===== src/rtl/plic_pkg.sv =====
// ---------------------------------------------------------------------------
// plic_pkg
// Shared definitions for the PLIC interrupt path: gateway FSM state encoding,
// trigger-mode encodings of the core TM register bit and the source count.
// ---------------------------------------------------------------------------
package plic_pkg;

  // Gateway request state: waiting for activity, requesting, or blocked
  // until the core signals completion.
  typedef enum logic [1:0] {
    GW_IDLE = 2'd0,
    GW_REQ  = 2'd1,
    GW_BUSY = 2'd2
  } plic_gw_state_e;

  localparam logic PLIC_TM_LEVEL = 1'b0;
  localparam logic PLIC_TM_EDGE  = 1'b1;

  // External sources 1..31 (ID 0 is reserved for "no interrupt").
  localparam int PLIC_IRQ_NUM = 31;

endpackage


===== src/rtl/plic_sync.sv =====
// ---------------------------------------------------------------------------
// plic_sync
// Generic flop-chain synchroniser for an input asynchronous to i_clk.
// All stages clear on reset.
//
// Ports:
//   i_clk   in  1  destination clock
//   i_rst_n in  1  asynchronous active-low reset
//   i_d     in  1  asynchronous input
//   o_q     out 1  synchronised output (last stage)
// ---------------------------------------------------------------------------
module plic_sync #(
  parameter int STAGES = 2
) (
  input  logic i_clk,
  input  logic i_rst_n,
  input  logic i_d,
  output logic o_q
);

  logic [STAGES-1:0] r_chain;

  // Shift the asynchronous input through the synchroniser chain.
  always_ff @(posedge i_clk or negedge i_rst_n) begin
    if (!i_rst_n) begin
      r_chain <= {STAGES{1'b0}};
    end else begin
      r_chain <= {r_chain[STAGES-2:0], i_d};
    end
  end

  assign o_q = r_chain[STAGES-1];

endmodule


===== src/rtl/plic_irq_gateway.sv =====
// ---------------------------------------------------------------------------
// plic_irq_gateway
// Per-source interrupt gateway in front of the PLIC core. Synchronises the
// raw device line, turns level or rising-edge activity into one outstanding
// request, holds it until the core accepts it, then blocks the source until
// completion. In edge mode extra edges are queued in a saturating counter.
//
// Ports:
//   pclk        in  1          block clock (core/APB clock)
//   presetn     in  1          asynchronous active-low reset
//   irq_i       in  1          raw device interrupt (asynchronous)
//   tm_i        in  1          trigger mode: 0 = level, 1 = rising edge
//   ready_i     in  1          core can accept a request
//   comp_i      in  1          one-cycle completion pulse for this source
//   valid_o     out 1          request to the core
//   pend_cnt_o  out CNT_WIDTH  queued edges not yet forwarded
//   ovf_o       out 1          sticky: edge arrived while counter saturated
// ---------------------------------------------------------------------------
module plic_irq_gateway
  import plic_pkg::*;
#(
  parameter int SYNC_STAGES = 2,
  parameter int CNT_WIDTH   = 4
) (
  input  logic                 pclk,
  input  logic                 presetn,
  input  logic                 irq_i,
  input  logic                 tm_i,
  input  logic                 ready_i,
  input  logic                 comp_i,
  output logic                 valid_o,
  output logic [CNT_WIDTH-1:0] pend_cnt_o,
  output logic                 ovf_o
);

  localparam logic [CNT_WIDTH-1:0] CNT_ZERO = {CNT_WIDTH{1'b0}};
  localparam logic [CNT_WIDTH-1:0] CNT_ONE  = {{(CNT_WIDTH-1){1'b0}}, 1'b1};
  localparam logic [CNT_WIDTH-1:0] CNT_MAX  = {CNT_WIDTH{1'b1}};

  plic_gw_state_e       r_state;
  plic_gw_state_e       w_state_nxt;
  logic                 r_irq_s_d;
  logic [CNT_WIDTH-1:0] r_cnt;
  logic [CNT_WIDTH-1:0] w_cnt_nxt;
  logic                 r_ovf;
  logic                 w_ovf_nxt;
  logic                 r_valid;

  logic w_irq_s;
  logic w_rise;
  logic w_edge_mode;
  logic w_accept;
  logic w_dec;
  logic w_req_cond;

  plic_sync #(
    .STAGES (SYNC_STAGES)
  ) u_sync (
    .i_clk   (pclk),
    .i_rst_n (presetn),
    .i_d     (irq_i),
    .o_q     (w_irq_s)
  );

  assign w_rise      = w_irq_s & ~r_irq_s_d;
  assign w_edge_mode = (tm_i == PLIC_TM_EDGE);
  assign w_accept    = (r_state == GW_REQ) & ready_i;
  // A request raised in level mode may be accepted after a switch to edge
  // mode with nothing queued; the guard keeps the counter from wrapping.
  assign w_dec       = w_accept & (r_cnt != CNT_ZERO);
  assign w_req_cond  = w_edge_mode ? ((r_cnt != CNT_ZERO) | w_rise) : w_irq_s;

  // Next-state logic of the request FSM.
  always_comb begin
    w_state_nxt = r_state;
    case (r_state)
      GW_IDLE: begin
        if (w_req_cond) begin
          w_state_nxt = GW_REQ;
        end else begin
          w_state_nxt = GW_IDLE;
        end
      end
      GW_REQ: begin
        if (ready_i) begin
          w_state_nxt = GW_BUSY;
        end else begin
          w_state_nxt = GW_REQ;
        end
      end
      GW_BUSY: begin
        if (comp_i) begin
          w_state_nxt = GW_IDLE;
        end else begin
          w_state_nxt = GW_BUSY;
        end
      end
      default: begin
        w_state_nxt = GW_IDLE;
      end
    endcase
  end

  // Edge counter and overflow flag. A rise and an acceptance in the same
  // cycle cancel, so no decrement is lost even when saturated.
  always_comb begin
    w_cnt_nxt = r_cnt;
    w_ovf_nxt = r_ovf;
    if (!w_edge_mode) begin
      w_cnt_nxt = CNT_ZERO;
    end else if (w_rise && w_dec) begin
      w_cnt_nxt = r_cnt;
    end else if (w_rise) begin
      if (r_cnt == CNT_MAX) begin
        w_ovf_nxt = 1'b1;
      end else begin
        w_cnt_nxt = r_cnt + CNT_ONE;
      end
    end else if (w_dec) begin
      w_cnt_nxt = r_cnt - CNT_ONE;
    end else begin
      w_cnt_nxt = r_cnt;
    end
  end

  // State, edge-detect delay, counter and registered request output.
  always_ff @(posedge pclk or negedge presetn) begin
    if (!presetn) begin
      r_state   <= GW_IDLE;
      r_irq_s_d <= 1'b0;
      r_cnt     <= CNT_ZERO;
      r_ovf     <= 1'b0;
      r_valid   <= 1'b0;
    end else begin
      r_state   <= w_state_nxt;
      r_irq_s_d <= w_irq_s;
      r_cnt     <= w_cnt_nxt;
      r_ovf     <= w_ovf_nxt;
      r_valid   <= (w_state_nxt == GW_REQ);
    end
  end

  assign valid_o    = r_valid;
  assign pend_cnt_o = r_cnt;
  assign ovf_o      = r_ovf;

endmodule


===== config.mk =====
export PLATFORM = sky130hd
export DESIGN_NAME = plic_irq_gateway
export DESIGN_NICKNAME = d
export VERILOG_FILES = /design/src/rtl/plic_pkg.sv /design/src/rtl/plic_sync.sv /design/src/rtl/plic_irq_gateway.sv
export SDC_FILE = /design/constraint.sdc
export NUM_CORES = 1
export LEC_CHECK = 0
export ABC_AREA = 0
export CAP_MARGIN = 20
export CORE_MARGIN = 5
export CORE_UTILIZATION = 48
export DETAILED_ROUTE_END_ITERATION = 8
export GPL_ROUTABILITY_DRIVEN = 0
export HOLD_SLACK_MARGIN = 0.02
export PLACE_DENSITY = 0.75
export SYNTH_ARGS = -nofsm -noshare
export SYNTH_HDL_FRONTEND = slang
export SYNTH_SLANG_ARGS = --single-unit
export TNS_END_PERCENT = 5

===== constraint.sdc =====
create_clock -name pclk -period 2.07 [get_ports pclk]
set_input_delay 0.207 -clock pclk [delete_from_list [all_inputs] [get_ports pclk]]
set_output_delay 0.207 -clock pclk [all_outputs]
set_load 0.01 [all_outputs]

==> reports/summary.txt <==
Synthesized area per cell - 10.60 sq um
Final max-slew violation count - 0
Total GRT Usage - 0.1488
Layout Area Growth over Synthesis - 24.20%
P_leak - 0.0003315 uW
Syn Inst Count - 59
Cell chosen for the clock root - clkbuf_4
Simple-Gate Fraction of Synth Area - 0.2340
TritonCTS clock tree - built
Post-route DRC - 0
H-Tree Depth - 1
Core Area - 0.001269 sq mm
Synth Net Count - 67
Initial Utilization - 0.4931
Ports - 12
Die X - 46.10 um
Setup Crit Path Kind - flip-flop to flip-flop
PwrDens - 1306 mW/mm^2
First-pass GRT wire length - 2304 um
Die Y - 46.10 um
Largest net degree at the start of global routing - 12
# resized after CTS - 0
Yosys synthesis warning count - 0
Fraction of layout cells with a size suffix above 1 - 0.1370
Vias in the first global route - 533
Hold Buf Count CTS - 0
Final net count - 82
Initial antenna violation count - 0
Routed wire length - 1275 um
Port Buffer Count - 11
HP Class - input port to asynchronous set/reset pin
Crit path DAT - 1.91 ns
Yosys cell types - 33
Die ar. - 0.002125 sq mm
CTS Sinks - 11
Drt pass-1 iters - 4
Setup repair bufs after CTS - 0
Fraction of the mapped netlist area in adder cells - 0.04000
Worst-case vdd ir drop - 0.6070 mV
Post-synthesis register bit count - 11
Slew @ Worst Pin - 0.5089 ns
Skew final - 0.001584 ns
# fillers - 112
Ys async rst share - 1.000
Post-Route Setup TNS - 0 ns
Drt via density - 5.932
RSZ-0062 raised after global routing - no
Place WS - 0.3519 ns
Maximum clock frequency - 0.5741 GHz
WP data required - 2.24 ns
Critical path fanouts, max - 9
Tcrit/Tclk final - 0.8415
Xor/xnor share of the synthesized area - 0.02800
DR iter-0 viols - 13
Clk slew on worst S/H paths - 0.07 ns
Max-slew headroom - 0.6597
Most used DFF post-synth - dfrtp_1
Max_cap viols - 0
# rows - 13
Outcome - finished, final reports clean
Seq/Total Area, Yosys - 0.4400
Fin crit period - 1.742 ns
Post-synth EDFFs - 0
CP startpoint kind - flip-flop
Setup crit end kind - flip-flop
Post-DP HPWL - 935.5 um
Maximum buffer depth of the clock tree - 2
Cts bufs inserted - 3
Complex-gate fraction of the synthesized area - 0.1720
Post-route ant nets - 0
Setup Viol. Count Final - 0
Drt wl/cell - 14.49 um
Worst-skew pair later-pin latency - 0.27 ns
Antenna cells - 0
Synth Cell Area - 625.6 sq um
Final worst slack - 0.3281 ns
Final hold violation count - 0
Mux cell area share after synthesis - 0.04800
Largest family of logic cells by synthesized area - simple AND/OR/NAND/NOR gates
Vias - 522
Grt total ovfl - 0
[placed cells by master, fill, tap and decap left out]
cell type	synthesis	routed
o41ai_1	1	1
nand3_1	1	1
nor3_1	1	1
xnor2_1	1	1
ha_1	2	2
and2_1	1	1
o2111a_1	1	1
a31o_1	1	1
or2_2	1	1
nand4b_1	1	1
nand3b_1	3	3
o211ai_4	1	1
mux2i_1	3	3
dfrtp_1	11	11
o211ai_1	1	1
xor2_1	1	1
and3b_1	1	1
inv_1	1	1
nor2_1	2	2
a211oi_1	2	2
buf_4	0	2
o32a_1	1	1
a221oi_1	1	1
a31oi_1	1	1
clkdlybuf4s50_1	0	11
nand4_1	1	1
nand2b_1	3	3
clkinv_2	0	1
nand3_2	1	1
a21oi_1	1	1
o21ai_0	1	1
clkbuf_4	0	3
nand2_1	8	8
or4_4	1	1
[area by class of cell]
cell class,count,area (sq um),share of cell area
Tap cell,15,18.77,0.02415
Inverter,1,3.754,0.004831
Sequential cell,11,275.3,0.3543
Clock buffer,3,22.52,0.02899
Timing Repair Buffer,13,125.1,0.1610
Clock inverter,1,5.005,0.006441
Multi-Input combinational cell,44,326.6,0.4203
[path summary, 6_finish.rpt]
kind | startpoint | to | slack (ns) | cells past startpoint
max | r_irq_s_d | pend_cnt_o[3] | 0.33 | 5
min | presetn | u_sync.r_chain[1] | 0.27 | 1
max reg2reg | r_irq_s_d | pend_cnt_o[3] | 0.33 | 5
min reg2reg | u_sync.r_chain[0] | u_sync.r_chain[1] | 0.37 | 0
max in group asynchronous | presetn | pend_cnt_o[2] | 1.46 | 1
min in group pclk | u_sync.r_chain[0] | u_sync.r_chain[1] | 0.37 | 0
[power breakdown]
group	leakage (uW)	switching, uW	internal [uW]
Clock	0.0000177	79.2	71.7
Sequential	0.000134	71.3	278
Combinational	0.000180	245	270
Total	0.000331	396	619
[cell usage after synthesis (2+ instances only)]
library cell	number	area [sq um]
nand2_1	8	30.03
nand2b_1	3	18.77
ha_1	2	25.02
a211oi_1	2	15.01
dfrtp_1	11	275.3
nand3b_1	3	22.52
mux2i_1	3	30.03
nor2_1	2	7.510
[per-layer routing]
metal  vias to the layer above  GRT usage  wire length (um)
met5                         -          0                 0
met4                         0    0.05114                17
met3                         2    0.02734                87
met2                        22     0.2335               568
met1                       251     0.2039               602
li1                        247          -                 -
[critical path: stages (launching register included)]
cell and delay [ns]:
dfrtp_1 0.38, nand2b_1 0.29, ha_1 0.40, a31oi_1 0.10, o32a_1 0.35, mux2i_1 0.12
[through the flow]
stage	area, sq um	cells	hold slack [ns]	total power, uW	utilization
floorplan	625.6	59	-0.08859	688.8	-
CTS	777.0	88	0.2759	1014	0.6124
detailed placement	749.5	84	0.3458	860.8	0.5907
global route	777.0	88	0.3018	1086	0.6124
global placement	749.5	84	0.3395	851.9	0.5907
finish	777.0	88	0.2658	1015	0.6124
[sequential cells by signal, summed over array words and instances (netlist names)]
signal / count
valid_o: 1
r_irq_s_d: 1
u_sync.r_chain: 2
pend_cnt_o: 4
r_state: 2
ovf_o: 1
[cell families after synthesis]
logic type                 count (synthesis)
adders and majority gates                  2
DFF                                       11
and+or+nand+nor                           25
AOI/OAI and AO/OA                         12
xor gates and xnor gates                   2
muxes                                      3
buffers and inverters                      4
Note: power is estimated with default switching activity, not from simulation.
